--- src/rtl/alu_types_pkg.sv ---
// ALU operation encodings shared by decode and execute.
// Exports alu_op_t, the 4-bit ALU operation select.
package alu_types_pkg;

    typedef enum logic [3:0] {
        ALU_SLL  = 4'd0,
        ALU_SRA  = 4'd1,
        ALU_SRL  = 4'd2,
        ALU_ADD  = 4'd3,
        ALU_SUB  = 4'd4,
        ALU_AND  = 4'd5,
        ALU_OR   = 4'd6,
        ALU_XOR  = 4'd7,
        ALU_SLT  = 4'd8,
        ALU_SLTU = 4'd9
    } alu_op_t;

endpackage

--- src/rtl/rv32i_types_pkg.sv ---
// RV32I decode types: opcodes, immediate selects, RV32M funct3,
// the decoded-entry bundle and immediate / ALU-op helpers.
package rv32i_types_pkg;

    import alu_types_pkg::*;

    localparam logic [6:0] OP_LUI     = 7'b0110111;
    localparam logic [6:0] OP_AUIPC   = 7'b0010111;
    localparam logic [6:0] OP_JAL     = 7'b1101111;
    localparam logic [6:0] OP_JALR    = 7'b1100111;
    localparam logic [6:0] OP_BRANCH  = 7'b1100011;
    localparam logic [6:0] OP_LOAD    = 7'b0000011;
    localparam logic [6:0] OP_STORE   = 7'b0100011;
    localparam logic [6:0] OP_IMMED   = 7'b0010011;
    localparam logic [6:0] OP_REGREG  = 7'b0110011;
    localparam logic [6:0] OP_SYSTEM  = 7'b1110011;
    localparam logic [6:0] OP_MISCMEM = 7'b0001111;
    localparam logic [6:0] OP_ZERO    = 7'b0000000;

    localparam logic [31:0] HALT_INSTR = 32'h0000_006f;

    typedef enum logic [2:0] {
        IMM_NONE,
        IMM_I,
        IMM_S,
        IMM_SB,
        IMM_UJ,
        IMM_U,
        IMM_SHAMT
    } imm_sel_t;

    typedef enum logic [2:0] {
        M_MUL    = 3'd0,
        M_MULH   = 3'd1,
        M_MULHSU = 3'd2,
        M_MULHU  = 3'd3,
        M_DIV    = 3'd4,
        M_DIVU   = 3'd5,
        M_REM    = 3'd6,
        M_REMU   = 3'd7
    } m_funct3_t;

    typedef struct packed {
        logic [31:0] pc;
        logic [6:0]  opcode;
        logic [4:0]  rd;
        logic [4:0]  rs1;
        logic [4:0]  rs2;
        logic [31:0] imm;
        alu_op_t     alu_op;
        logic        wen;
        logic        dren;
        logic        dwen;
        logic        branch;
        logic        jump;
        logic        muldiv;
        logic [2:0]  funct3;
        logic        illegal;
        logic        halt;
    } decoded_t;

    function automatic logic [31:0] gen_imm(
        input imm_sel_t    sel,
        input logic [31:0] i
    );
        logic [31:0] r;
        unique case (sel)
            IMM_I:     r = {{20{i[31]}}, i[31:20]};
            IMM_S:     r = {{20{i[31]}}, i[31:25], i[11:7]};
            IMM_SB:    r = {{19{i[31]}}, i[31], i[7],
                            i[30:25], i[11:8], 1'b0};
            IMM_UJ:    r = {{11{i[31]}}, i[31], i[19:12],
                            i[20], i[30:21], 1'b0};
            IMM_U:     r = {i[31:12], 12'b0};
            IMM_SHAMT: r = {27'b0, i[24:20]};
            default:   r = '0;
        endcase
        return r;
    endfunction

    // b30 picks SUB only for register-register ops; ADDI has no SUB.
    function automatic alu_op_t alu_from_f3(
        input logic [2:0] f3,
        input logic       b30,
        input logic       regreg
    );
        alu_op_t r;
        unique case (f3)
            3'd0:    r = (regreg && b30) ? ALU_SUB : ALU_ADD;
            3'd1:    r = ALU_SLL;
            3'd2:    r = ALU_SLT;
            3'd3:    r = ALU_SLTU;
            3'd4:    r = ALU_XOR;
            3'd5:    r = b30 ? ALU_SRA : ALU_SRL;
            3'd6:    r = ALU_OR;
            default: r = ALU_AND;
        endcase
        return r;
    endfunction

endpackage

--- src/rtl/decode_stage_instr_decoder.sv ---
// instr_decoder: purely combinational RV32I(+M) decode of one word.
// Ports: instr (raw word) -> dec (decoded bundle, pc left zero).
module instr_decoder
    import alu_types_pkg::*;
    import rv32i_types_pkg::*;
#(
    parameter bit MEXT_EN      = 1'b0,
    parameter bit HALT_ON_LOOP = 1'b1
) (
    input  logic [31:0] instr,
    output decoded_t    dec
);

    logic [6:0] op;
    logic [2:0] f3;
    logic [6:0] f7;
    imm_sel_t   sel;

    assign op = instr[6:0];
    assign f3 = instr[14:12];
    assign f7 = instr[31:25];

    always_comb begin
        dec         = '0;
        sel         = IMM_NONE;
        dec.opcode  = op;
        dec.rd      = instr[11:7];
        dec.rs1     = instr[19:15];
        dec.rs2     = instr[24:20];
        dec.funct3  = f3;
        dec.alu_op  = ALU_ADD;

        unique case (1'b1)
            (op == OP_LUI) || (op == OP_AUIPC): begin
                sel     = IMM_U;
                dec.wen = 1'b1;
            end
            (op == OP_JAL): begin
                sel      = IMM_UJ;
                dec.wen  = 1'b1;
                dec.jump = 1'b1;
            end
            (op == OP_JALR): begin
                sel      = IMM_I;
                dec.wen  = 1'b1;
                dec.jump = 1'b1;
            end
            (op == OP_BRANCH): begin
                sel        = IMM_SB;
                dec.branch = 1'b1;
            end
            (op == OP_LOAD): begin
                sel      = IMM_I;
                dec.wen  = 1'b1;
                dec.dren = 1'b1;
            end
            (op == OP_STORE): begin
                sel      = IMM_S;
                dec.dwen = 1'b1;
            end
            (op == OP_IMMED): begin
                sel = ((f3 == 3'd1) || (f3 == 3'd5))
                    ? IMM_SHAMT : IMM_I;
                dec.wen    = 1'b1;
                dec.alu_op = alu_from_f3(f3, instr[30], 1'b0);
            end
            (op == OP_REGREG): begin
                dec.alu_op = alu_from_f3(f3, instr[30], 1'b1);
                case (f7)
                    7'h00: dec.wen = 1'b1;
                    7'h20: begin
                        if ((f3 == 3'd0) || (f3 == 3'd5))
                            dec.wen = 1'b1;
                        else
                            dec.illegal = 1'b1;
                    end
                    7'h01: begin
                        if (MEXT_EN) begin
                            dec.wen    = 1'b1;
                            dec.muldiv = 1'b1;
                        end else begin
                            dec.illegal = 1'b1;
                        end
                    end
                    default: dec.illegal = 1'b1;
                endcase
            end
            (op == OP_SYSTEM): begin
                sel     = IMM_I;
                // ECALL/EBREAK-class (0) and funct3 4 do not write rd.
                dec.wen = (f3 != 3'd0) && (f3 != 3'd4);
            end
            (op == OP_MISCMEM) || (op == OP_ZERO): begin
            end
            default: dec.illegal = 1'b1;
        endcase

        dec.imm  = gen_imm(sel, instr);
        dec.halt = HALT_ON_LOOP && (instr == HALT_INSTR);
    end

endmodule

--- src/rtl/decode_stage.sv ---
// decode_stage: decodes fetched words and queues DEPTH decoded entries.
// Ports: CLK/RST, flush, in_* push side, out_* head side, count.
module decode_stage
    import alu_types_pkg::*;
    import rv32i_types_pkg::*;
#(
    parameter int unsigned DEPTH        = 2,
    parameter bit          MEXT_EN      = 1'b0,
    parameter bit          HALT_ON_LOOP = 1'b1
) (
    input  logic                       CLK,
    input  logic                       RST,
    input  logic                       flush,
    input  logic                       in_valid,
    output logic                       in_ready,
    input  logic [31:0]                in_instr,
    input  logic [31:0]                in_pc,
    output logic                       out_valid,
    input  logic                       out_ready,
    output logic [31:0]                out_pc,
    output logic [6:0]                 out_opcode,
    output logic [4:0]                 out_rd,
    output logic [4:0]                 out_rs1,
    output logic [4:0]                 out_rs2,
    output logic [31:0]                out_imm,
    output alu_op_t                    out_alu_op,
    output logic                       out_wen,
    output logic                       out_dren,
    output logic                       out_dwen,
    output logic                       out_branch,
    output logic                       out_jump,
    output logic                       out_muldiv,
    output logic [2:0]                 out_funct3,
    output logic                       out_illegal,
    output logic                       out_halt,
    output logic [$clog2(DEPTH+1)-1:0] count
);

    localparam int PW = $clog2(DEPTH);
    localparam int CW = $clog2(DEPTH + 1);

    decoded_t        dec;
    decoded_t        wr_entry;
    decoded_t        head;
    decoded_t        mem [DEPTH];
    logic [PW-1:0]   wr_ptr;
    logic [PW-1:0]   rd_ptr;
    logic            halted;
    logic            live;
    logic            push;
    logic            pop;

    instr_decoder #(
        .MEXT_EN      (MEXT_EN),
        .HALT_ON_LOOP (HALT_ON_LOOP)
    ) u_dec (
        .instr (in_instr),
        .dec   (dec)
    );

    // live stays low through reset and the first edge after it,
    // so in_ready is held off while RST is asserted.
    assign in_ready  = live && !halted && (count < CW'(DEPTH));
    assign out_valid = (count != '0);

    // flush wins over any handshake in the same cycle.
    assign push = in_valid && in_ready && !flush;
    assign pop  = out_valid && out_ready && !flush;

    always_comb begin
        wr_entry    = dec;
        wr_entry.pc = in_pc;
    end

    always_ff @(posedge CLK) begin
        if (push)
            mem[wr_ptr] <= wr_entry;
    end

    always_ff @(posedge CLK or posedge RST) begin
        if (RST) begin
            count  <= '0;
            wr_ptr <= '0;
            rd_ptr <= '0;
            halted <= 1'b0;
            live   <= 1'b0;
        end else begin
            live <= 1'b1;
            if (flush) begin
                count  <= '0;
                wr_ptr <= '0;
                rd_ptr <= '0;
                halted <= 1'b0;
            end else begin
                if (push)
                    wr_ptr <= wr_ptr + PW'(1);
                if (pop)
                    rd_ptr <= rd_ptr + PW'(1);
                if (push && dec.halt)
                    halted <= 1'b1;
                case ({push, pop})
                    2'b10:   count <= count + CW'(1);
                    2'b01:   count <= count - CW'(1);
                    default: ;
                endcase
            end
        end
    end

    // Stale slots are never exposed: data reads as zero when empty.
    assign head = out_valid ? mem[rd_ptr] : '0;

    assign out_pc      = head.pc;
    assign out_opcode  = head.opcode;
    assign out_rd      = head.rd;
    assign out_rs1     = head.rs1;
    assign out_rs2     = head.rs2;
    assign out_imm     = head.imm;
    assign out_alu_op  = head.alu_op;
    assign out_wen     = head.wen;
    assign out_dren    = head.dren;
    assign out_dwen    = head.dwen;
    assign out_branch  = head.branch;
    assign out_jump    = head.jump;
    assign out_muldiv  = head.muldiv;
    assign out_funct3  = head.funct3;
    assign out_illegal = head.illegal;
    assign out_halt    = head.halt;

endmodule
--- config.mk ---
export PLATFORM = sky130hd
export DESIGN_NAME = decode_stage
export DESIGN_NICKNAME = d
export VERILOG_FILES = /design/src/rtl/alu_types_pkg.sv /design/src/rtl/rv32i_types_pkg.sv /design/src/rtl/decode_stage_instr_decoder.sv /design/src/rtl/decode_stage.sv
export SDC_FILE = /design/constraint.sdc
export NUM_CORES = 1
export LEC_CHECK = 0
export ABC_AREA = 1
export BUFFER_PORTS_ARGS = -buffer_cell sky130_fd_sc_hd__buf_2
export CAP_MARGIN = 20
export CORE_AREA = 2 2 127 129
export CTS_CLUSTER_SIZE = 20
export DETAILED_ROUTE_END_ITERATION = 10
export DIE_AREA = 0 0 129 131
export PLACE_DENSITY = 0.84
export SLEW_MARGIN = 5
export SYNTH_ARGS = -nofsm -noshare
export SYNTH_HDL_FRONTEND = slang
export SYNTH_SLANG_ARGS = --single-unit
export TNS_END_PERCENT = 30
--- constraint.sdc ---
create_clock -name CLK -period 15.8 [get_ports CLK]
set_input_delay 0.79 -clock CLK [delete_from_list [all_inputs] [get_ports CLK]]
set_output_delay 0.79 -clock CLK [all_outputs]
set_load 0.1 [all_outputs]
==> impl_metrics.py, run 1 <==
metrics = {
    "layout": {
        "drive_gt1_share_pct": 23.8,
        "layout.nets": 1101,
        "fin_util_pct": 68.8,
        "syn_to_final_growth_pct": 17.6,
    },
    "placement": {
        "io_buffer_count": 172,
        "gp_congestion": 0.903,
        "place_hpwl_um": 13600,
    },
    "sta": {
        "fmax_mhz": 249,
        "relSlewSlack_pct": 44.6,
        "finalCritPeriodShare_pct": 25.5,
        "skew_ns": 0.0113,
        "setup-tns-final_ns": 0,
        "hold_ws_ns": 0.213,
        "finalSetupViolations": 0,
        "finalHoldViolCount": 0,
        "slew_viol_final": 0,
        "worst_slew_pin_slew_ns": 0.828,
        "rsz0062_at_grt": "false",
        "period_minus_slack_ns": 4.02,
    },
    "synthesis": {
        "synth_compound_area_share_pct": 6.99,
        "synth-seq-cells": 206,
        "yosys_warnings": 0,
        "syn_area_um2": 9130,
        "synth_cell_types": 29,
        "synth_top_family_by_area": "simple AND/OR/NAND/NOR gates",
        "yosys.area_share.simple_pct": 21.1,
        "synthTopCellsByArea": "edfxtp_1 (66%), nand2_1 (12%), a21oi_1 (6.0%), nor2_1 (3.1%), nand3_1 (2.7%)",
        "synth_mux_area_share_pct": 0,
        "syn_nets": 945,
        "synth_xor_area_share_pct": 0,
        "synthAdderAreaFrac_pct": 0,
        "synth_area_leader_cell": "edfxtp_1",
        "synth_seq_area_share_pct": 67.4,
        "synth.avg_cell_area_um2": 10.4,
        "synth.top_cell.area_share_pct": 65.8,
        "syn_inst": 876,
    },
    "cts": {
        "clk_latency_ns": 0.48,
        "ctsResizeCount": 0,
        "cts_buffers": 21,
        "postCtsSetupBuffers": 0,
        "root_buffer": "clkbuf_16",
        "clock_path_buffers": 3,
        "ctsHoldBuffers": 0,
        "h-tree-depth": 1,
        "cts.reportedPaths.clkPinSlew_ns": 0.06,
        "cts_tree": "yes",
        "cts_num_sinks": 206,
    },
    "power_and_ir_drop": {
        "p_per_area_nw_per_um2": 136,
        "power_leakage_nw": 4.58,
        "peakVddDrop_uv": 94.7,
    },
    "worst_setup_path": {
        "path_delay_family": "buffers and inverters",
        "critPathKind": "reg2out",
        "slowest_delay_ns": 0.70,
        "worst-path-buf-inv": 3,
        "end_kind": "primary output",
        "crit_fanout": 63,
        "worstSetupStartpointType": "flip-flop",
        "cp_slowest_cell": "dfrtp_4",
        "crit_arrival_ns": 3.23,
        "worstPathRequired_ns": 15.01,
        "path_cells": "clkinv_2, buf_4, nand2_1, a21oi_1, buf_2",
    },
    "floorplan": {
        "die_area_um2": 16900,
        "rows": 46,
        "core_area_um2": 15600,
        "die_x_um": 129,
        "start_util_pct": 58.5,
        "die_y_um": 131,
        "pin_count": 174,
    },
    "route": {
        "num_vias": 6839,
        "dr_wl_met2_um": 10300,
        "top_layer_used": "met4",
        "wirelength_um": 21000,
        "drt_iter0_drc": 674,
        "drtPass1Iterations": 5,
        "vias_per_cell": 5.42,
        "drcViolationCount": 0,
        "m1WireLength_um": 8690,
        "post_drt_wl_per_cell_um": 16.6,
        "wl_met3_um": 1660,
        "ant_nets": 0,
    },
    "grt": {
        "grt.total_usage_pct": 23.8,
        "grt_first_pass_wirelength_um": 31600,
        "grt_pass1_vias": 6417,
        "grt_overflow": 0,
        "antenna_found_initial": 1,
        "grt_max_degree": 64,
    },
    "hold_path": {
        "min_path_type": "in2async",
    },
    "run_status": {
        "outcome": "finished, final reports clean",
    },
    "flow_run": {
        "drv_cap": 0,
    },
}
-- per-stage QoR --
step / cell area [um^2] / std cells / setup slack [ns] / power [mW]
after global routing: 10700 / 1261 / 11.63 / 1.51
final: 10700 / 1262 / 11.78 / 1.46
after CTS: 10700 / 1261 / 11.76 / 1.47
after floorplan: 9130 / 876 / 5.69 / 0.954
after detailed placement: 10100 / 1225 / 12.34 / 1.02
after global placement: 10100 / 1225 / 12.38 / 1.02
-- logic make-up after synthesis --
family,Yosys count
AND/OR/NAND/NOR,450
flip-flops,206
AO/OA/AOI/OAI,122
buffers and inverters,96
other,2
-- state kept, by name, indices dropped and copies added (netlist names) --
name	flops
live	1
count	2
wr_ptr	1
halted	1
mem	200
rd_ptr	1
-- cell usage after synthesis --
master,n
nand2_1,281
edfxtp_1,200
a21oi_1,109
nor2_1,75
nand3_1,49
inv_1,48
clkbuf_1,33
nor2_2,13
nand3_2,11
buf_2,6
dfrtp_1,6
nor3_1,6
o21ai_0,6
nand2_2,5
nand4_1,5
o211ai_1,4
inv_2,3
buf_4,2
buf_6,2
conb_1,2
nor2_4,2
a21o_1,1
a21oi_4,1
buf_1,1
buf_8,1
nand2_4,1
nor2_8,1
o2111ai_1,1
or3_1,1
-- path summary, 6_finish.rpt --
check                      depth (start not counted)    endpoint  startpoint  slack [ns]
max                                                5  out_pc[12]      rd_ptr       11.78
min                                                2    count[0]         RST        0.21
max reg2reg                                        7  mem[1][63]      halted       12.78
min reg2reg                                        2      halted      halted        0.54
max in group asynchronous                          2      rd_ptr         RST       15.36
min in group CLK                                   1  mem[0][90]   in_pc[22]        0.50
-- layout by cell type (no fill, tap or decap), types with 2 or more instances in the layout --
cell type / count
conb_1: 2
buf_2: 172
nand3_2: 11
dfrtp_1: 5
nor3_1: 5
buf_4: 6
nand4_1: 5
a21oi_1: 109
nand2_2: 5
clkbuf_16: 21
clkinv_2: 6
o21ai_0: 6
edfxtp_1: 200
nand3_1: 49
inv_2: 3
nor2_1: 75
clkinv_1: 6
inv_1: 46
nand2_1: 281
nor2_4: 2
o211ai_1: 4
nor2_2: 13
clkinvlp_4: 3
-- power by group --
part           switching, mW  leakage [nW]  internal, mW
combinational          0.341          2.43        0.0501
sequential           0.00776          1.85         0.613
clock                  0.191         0.302         0.258
-- area by class of cell --
class                           instances  area (um^2)
Clock inverter                         15          100
Antenna cell                            1         2.50
Tap cell                              216          270
Fill cell                            1138         4860
Timing Repair Buffer                  178          906
Sequential cell                       206         6160
Clock buffer                           21          526
Inverter                               51          195
Multi-Input combinational cell        574         2580
-- per-layer routing --
layer / vias up / track usage (%)
met1: 3235 / 31.3
li1: 3283 / -
met2: 285 / 41.3
met4: 0 / 6.46
met5: - / 0
met3: 36 / 4.28
Note: power is estimated with default switching activity, not from simulation.
==> inputs of run 2 (changes only) <==
Settings changed: CORE_AREA 2 2 127 129 to 2 2 139 141, DIE_AREA 0 0 129 131 to 0 0 141 143, PLACE_DENSITY 0.84 to 0.75.
Clock period 15.8 ns to 3.49 ns, I/O delays scaled along.
==> run 2 against run 1 <==
Against the previous run:
- sequential cell count unchanged
- first-iteration DRC count down 17%
- critical path depth unchanged
- cell area up 6.5%
- total power increased to 4.6 times the previous value
- count of clock-buffer cells in the layout rose by 11
- global-route usage shrank 1.3 points
- sequential share of layout area shrank 3.5 points
- critical path type unchanged
- die area is 19% higher
- worst hold slack worse by 0.18 ns
- non-clock buffer count is 61 higher
- wire length is 9.9% higher
==> impl_metrics.py, run 2 (synthesis results as in run 1) <==
metrics = {
    "cts": {
        "cts_buffers": 23,
        "h-tree-depth": 1,
        "postCtsSetupBuffers": 0,
        "root_buffer": "clkbuf_16",
        "cts_num_sinks": 206,
        "cts.reportedPaths.clkPinSlew_ns": 0.06,
        "clock_path_buffers": 3,
        "ctsResizeCount": 0,
        "clk_latency_ns": 0.49,
        "cts_tree": "yes",
    },
    "floorplan": {
        "core_area_um2": 18600,
        "die_y_um": 143,
        "pin_count": 174,
        "die_area_um2": 20200,
        "die_x_um": 141,
        "rows": 50,
        "start_util_pct": 49.1,
    },
    "sta": {
        "fin_ws_ns": 0.905,
        "slew_viol_final": 0,
        "relSlewSlack_pct": 40.7,
        "finalSetupViolations": 0,
        "period_minus_slack_ns": 2.59,
        "finalHoldViolCount": 0,
        "skew_ns": 0.00936,
        "hold_ws_ns": 0.0298,
        "worst_slew_pin_slew_ns": 0.887,
        "rsz0062_at_grt": "false",
        "fmax_mhz": 387,
        "finalCritPeriodShare_pct": 74.1,
    },
    "worst_setup_path": {
        "worstPathRequired_ns": 3.32,
        "r2r_cells": 8,
        "cp_slowest_cell": "dfrtp_4",
        "crit_start": "rd_ptr",
        "critPathKind": "reg2out",
        "reg2reg_from": "halted",
        "worst-path-buf-inv": 3,
        "crit_arrival_ns": 2.41,
        "path_delay_family": "buffers and inverters",
        "worstSetupStartpointType": "flip-flop",
        "rr_endpoint": "mem[0][11]",
        "slowest_delay_ns": 0.55,
        "path_depth": 5,
        "crit_fanout": 24,
        "end_kind": "primary output",
        "reg2reg_setup_slack_ns": 1.24,
        "crit_path_end": "out_imm[10]",
        "path_cells": "clkinv_2, buf_4, nand2_1, a21oi_1, buf_2",
    },
    "grt": {
        "antenna_found_initial": 0,
        "grt_overflow": 0,
        "grt_max_degree": 63,
        "grt_first_pass_wirelength_um": 35600,
        "grt.total_usage_pct": 22.5,
        "grt_pass1_vias": 6859,
    },
    "power_and_ir_drop": {
        "power_leakage_nw": 4.87,
        "finalPower_mw": 6.78,
        "p_per_area_nw_per_um2": 593,
        "peakVddDrop_uv": 314,
    },
    "layout": {
        "layout_common_cells": "nand2_1 (280), edfxtp_1 (200), buf_2 (172)",
        "layout_commonest_cell": "nand2_1",
        "design_area_um2": 11400,
        "layout.nets": 1164,
        "largest_reg_flops": 200,
        "top_register": "mem",
        "syn_to_final_growth_pct": 25.2,
        "drive_gt1_share_pct": 23.0,
        "reg.largest.list": "mem (200), count (2)",
        "antenna_cells": 0,
        "fillers": 1505,
    },
    "route": {
        "drt_iter0_drc": 560,
        "drcViolationCount": 0,
        "drtPass1Iterations": 7,
        "ant_nets": 0,
        "num_vias": 7169,
        "wirelength_um": 23100,
        "post_drt_wl_per_cell_um": 17.2,
        "vias_per_cell": 5.33,
    },
    "flow_run": {
        "drv_cap": 0,
    },
    "placement": {
        "pre_cts_ws_ns": 1.25,
        "place_area_um2": 10200,
        "place_hpwl_um": 14600,
        "gp_congestion": 0.886,
        "io_buffer_count": 172,
    },
    "run_status": {
        "outcome": "finished, final reports clean",
    },
    "hold_path": {
        "min_path_type": "in2reg",
    },
}
==> run 2: cell count changes in the layout (fill, tap and decap cells not counted), sizes merged, moves of 2 or more <==
| cell | previous run | this run |
|---|---|---|
| clkbuf | 21 | 32 |
| clkinvlp | 3 | 1 |
| dlygate4sd3 | 0 | 56 |
| buf | 178 | 183 |
| clkinv | 12 | 10 |
==> run 2: worst register-to-register path, delay by kind of cell, from the launching register on <==
| family | cells | cell delay, ns |
|---|---|---|
| buf+inv | 3 | 0.87 |
| flops | 1 | 0.35 |
| simple gates | 5 | 0.59 |
==> run 2: worst min path at each step <==
| stage | startpoint | to | slack, ns | cells after the start |
|---|---|---|---|---|
| detailed placement | RST | wr_ptr | 0.10 | 2 |
| finish | out_ready | rd_ptr | 0.03 | 3 |
| global route | in_instr[6] | mem[1][67] | 0.03 | 1 |
| floorplan | RST | count[0] | -0.03 | 1 |
| CTS | in_instr[7] | mem[1][56] | 0.004 | 1 |
| global placement | RST | count[0] | 0.10 | 2 |
==> run 2: power breakdown <==
group | leakage [nW] | switching [mW] | internal (mW)
sequential | 1.85 | 0.0208 | 2.78
combinational | 2.71 | 1.59 | 0.279
clock | 0.316 | 0.899 | 1.21
==> run 2: cell type report <==
cell class / instances / area, um^2 / area share [%]
multi-input combinational: 574 / 2600 / 22.7
clock buffer: 32 / 609 / 5.33
sequential: 206 / 6160 / 53.9
inverter: 51 / 196 / 1.72
clock inverter: 9 / 42.5 / 0.372
timing repair buffer: 239 / 1530 / 13.4
tap: 234 / 293 / 2.56
==> run 2: metrics by stage <==
step / std cells / util [%] / TNS [ns]
2_1_floorplan: 876 / - / -155.90
3_3_place_gp: 1248 / 55.0 / 0
3_5_place_dp: 1248 / 55.0 / 0
4_1_cts: 1344 / 61.5 / 0
5_1_grt: 1345 / 61.5 / 0
6_report: 1345 / 61.5 / 0
==> run 2: metal layers <==
metal | wire [um] | track usage [%] | vias to the layer above
met5 | 0 | 0 | -
met4 | 464 | 5.79 | 0
met3 | 1740 | 3.22 | 45
met2 | 11200 | 38.3 | 291
met1 | 9690 | 30.8 | 3417
li1 | - | - | 3416
==> run 2: repair_timing <==
action | in CTS | in global routing
hold endpoints to repair | 113 | 2
hold buffers | 55 | 1
endpoints found under the setup margin | 0 | 0
==> inputs of run 3 (changes only) <==
Clock period 3.49 ns to 2.2 ns, I/O delays scaled along.
==> run 3 against run 2 <==
Against the previous run:
- sequential share of layout area fell by 5.7 points
- clock skew fell by 0.00096 ns
- first-iteration DRC count rose by 8.2%
- setup slack got worse by 0.90 ns
- count of clock-buffer cells in the layout fell by 4
- cell area rose by 12%
- die area did not move
- wire length rose by 5.1%
- critical path type unchanged
- sequential cell count did not move
- non-clock buffer count rose by 14
- sequential power rose by 59%
- critical path depth did not move
==> impl_metrics.py, run 3 (synthesis results as in run 1) <==
metrics = {
    "grt": {
        "grt.total_usage_pct": 23.6,
        "grt_first_pass_wirelength_um": 37600,
        "antenna_found_initial": 1,
        "grt_pass1_vias": 7215,
        "grt_busiest_layer": "met2",
        "grt_overflow": 0,
        "gr-usage-met3_pct": 4.53,
        "met2_usage_pct": 42.1,
        "met1_usage_pct": 30.1,
        "grt_max_degree": 101,
    },
    "layout": {
        "layout_commonest_cell": "nand2_1",
        "design_area_um2": 12800,
        "syn_to_final_growth_pct": 40.0,
        "layout.nets": 1177,
        "drive_gt1_share_pct": 22.9,
        "fin_cells": 1357,
        "reg.largest.list": "mem (200), count (2)",
        "layout_common_cells": "nand2_1 (280), edfxtp_1 (200), a21oi_1 (108)",
        "largest_reg_flops": 200,
        "top_register": "mem",
    },
    "worst_setup_path": {
        "path_delay_family": "buffers and inverters",
        "worst-path-buf-inv": 3,
        "worstSetupStartpointType": "flip-flop",
        "crit_arrival_ns": 2.09,
        "worstPathRequired_ns": 2.09,
        "critPathKind": "reg2out",
        "slowest_delay_ns": 0.50,
        "end_kind": "primary output",
        "cp_slowest_cell": "dfrtp_4",
        "crit_fanout": 62,
        "path_cells": "clkinv_2, buf_12, nand2_1, a21oi_1, clkbuf_4",
    },
    "floorplan": {
        "pin_count": 174,
        "die_x_um": 141,
        "start_util_pct": 49.1,
        "die_area_um2": 20200,
        "die_y_um": 143,
        "core_area_um2": 18600,
        "rows": 50,
    },
    "placement": {
        "pre_cts_ws_ns": 0.377,
        "io_buffer_count": 172,
        "place_area_um2": 11400,
        "place_hpwl_um": 14800,
        "gp_congestion": 0.900,
        "dpl.cell_count": 1252,
    },
    "sta": {
        "finalCritPeriodShare_pct": 100,
        "fin_ws_ns": 0.000930,
        "slew_viol_final": 0,
        "finalSetupViolations": 0,
        "fmax_mhz": 455,
        "rsz0062_at_grt": "true",
        "period_minus_slack_ns": 2.20,
        "relSlewSlack_pct": 66.0,
        "finalHoldViolCount": 0,
        "worst_slew_pin_slew_ns": 0.514,
        "skew_ns": 0.00841,
    },
    "route": {
        "wirelength_um": 24300,
        "drcViolationCount": 0,
        "num_vias": 7204,
        "drtPass1Iterations": 6,
        "post_drt_wl_per_cell_um": 17.9,
        "drt_iter0_drc": 606,
        "vias_per_cell": 5.31,
        "ant_nets": 0,
    },
    "cts": {
        "clock_path_buffers": 3,
        "cts_num_sinks": 206,
        "cts.reportedPaths.clkPinSlew_ns": 0.06,
        "cts_buffers": 22,
        "cts_tree": "yes",
        "postCtsSetupBuffers": 0,
        "clk_latency_ns": 0.50,
        "h-tree-depth": 1,
        "root_buffer": "clkbuf_16",
    },
    "power_and_ir_drop": {
        "finalPower_mw": 11.4,
        "power_leakage_nw": 5.16,
        "peakVddDrop_uv": 702,
        "p_per_area_nw_per_um2": 890,
    },
    "flow_run": {
        "drv_cap": 0,
    },
    "hold_path": {
        "min_path_type": "in2async",
    },
    "run_status": {
        "outcome": "finished, final reports clean",
    },
}
-- run 3: changes by cell type in the layout (fill, tap and decap cells not counted), sizes merged --
cell,delta
diode,+1
clkbuf,+15
clkinvlp,-1
inv,+1
clkinv,+1
buf,-15
dlygate4sd3,+10
-- run 3: metal layers --
layer	up-vias	share of wire [%]
li1	3435	-
met4	0	2.0
met2	290	50
met5	-	0
met3	44	7.8
met1	3435	40
-- run 3: cell type report --
class | instances | area [um^2]
diodes | 1 | 2.50
clock buffers | 28 | 573
clock inverters | 10 | 56.3
fillers | 1273 | 5800
inverters | 51 | 196
multi-input cells | 574 | 2600
flip-flops and latches | 206 | 6160
well taps | 234 | 293
repair buffers | 253 | 2900
-- run 3: repair_timing --
item	in CTS	in global routing
pin swaps	0	0
hold buffers	66	0
gates resized for setup	12	28
endpoints found under the setup margin	100	83
hold endpoints to repair	135	0
-- run 3: where the power goes --
part           internal [mW]  total (mW)  switching, mW  leakage, nW
Combinational           1.02        3.67           2.65         3.01
Sequential              4.41        4.44         0.0309         1.85
Clock                   1.84        3.27           1.43        0.305
-- run 3: worst paths after layout --
check | endpoint | startpoint | slack [ns] | cells past startpoint
min reg2reg | halted | halted | 0.54 | 2
max | out_pc[14] | rd_ptr | 0.0009 | 5
min | count[1] | RST | 0.06 | 3
max reg2reg | mem[0][15] | halted | 0.35 | 8
max in group asynchronous | rd_ptr | RST | 1.93 | 3
min in group CLK | mem[0][24] | in_instr[30] | 0.13 | 3
-- run 3: worst register-to-register path, delay by kind of cell (launching register included) --
kind	cells	cell delay (ns)
simple gates	5	0.59
buf+inv	3	0.52
flops	1	0.36
-- run 3: per-stage QoR --
stage / utilization [%] / TNS, ns / hold slack, ns
3_3_place_gp: 61.2 / 0 / 0.0382
3_5_place_dp: 61.2 / 0 / 0.0318
4_1_cts: 68.4 / 0 / 0.0481
5_1_grt: 68.8 / -2.62 / 0.0813
2_1_floorplan: - / -537.58 / -0.0990
6_report: 68.8 / 0 / 0.0561
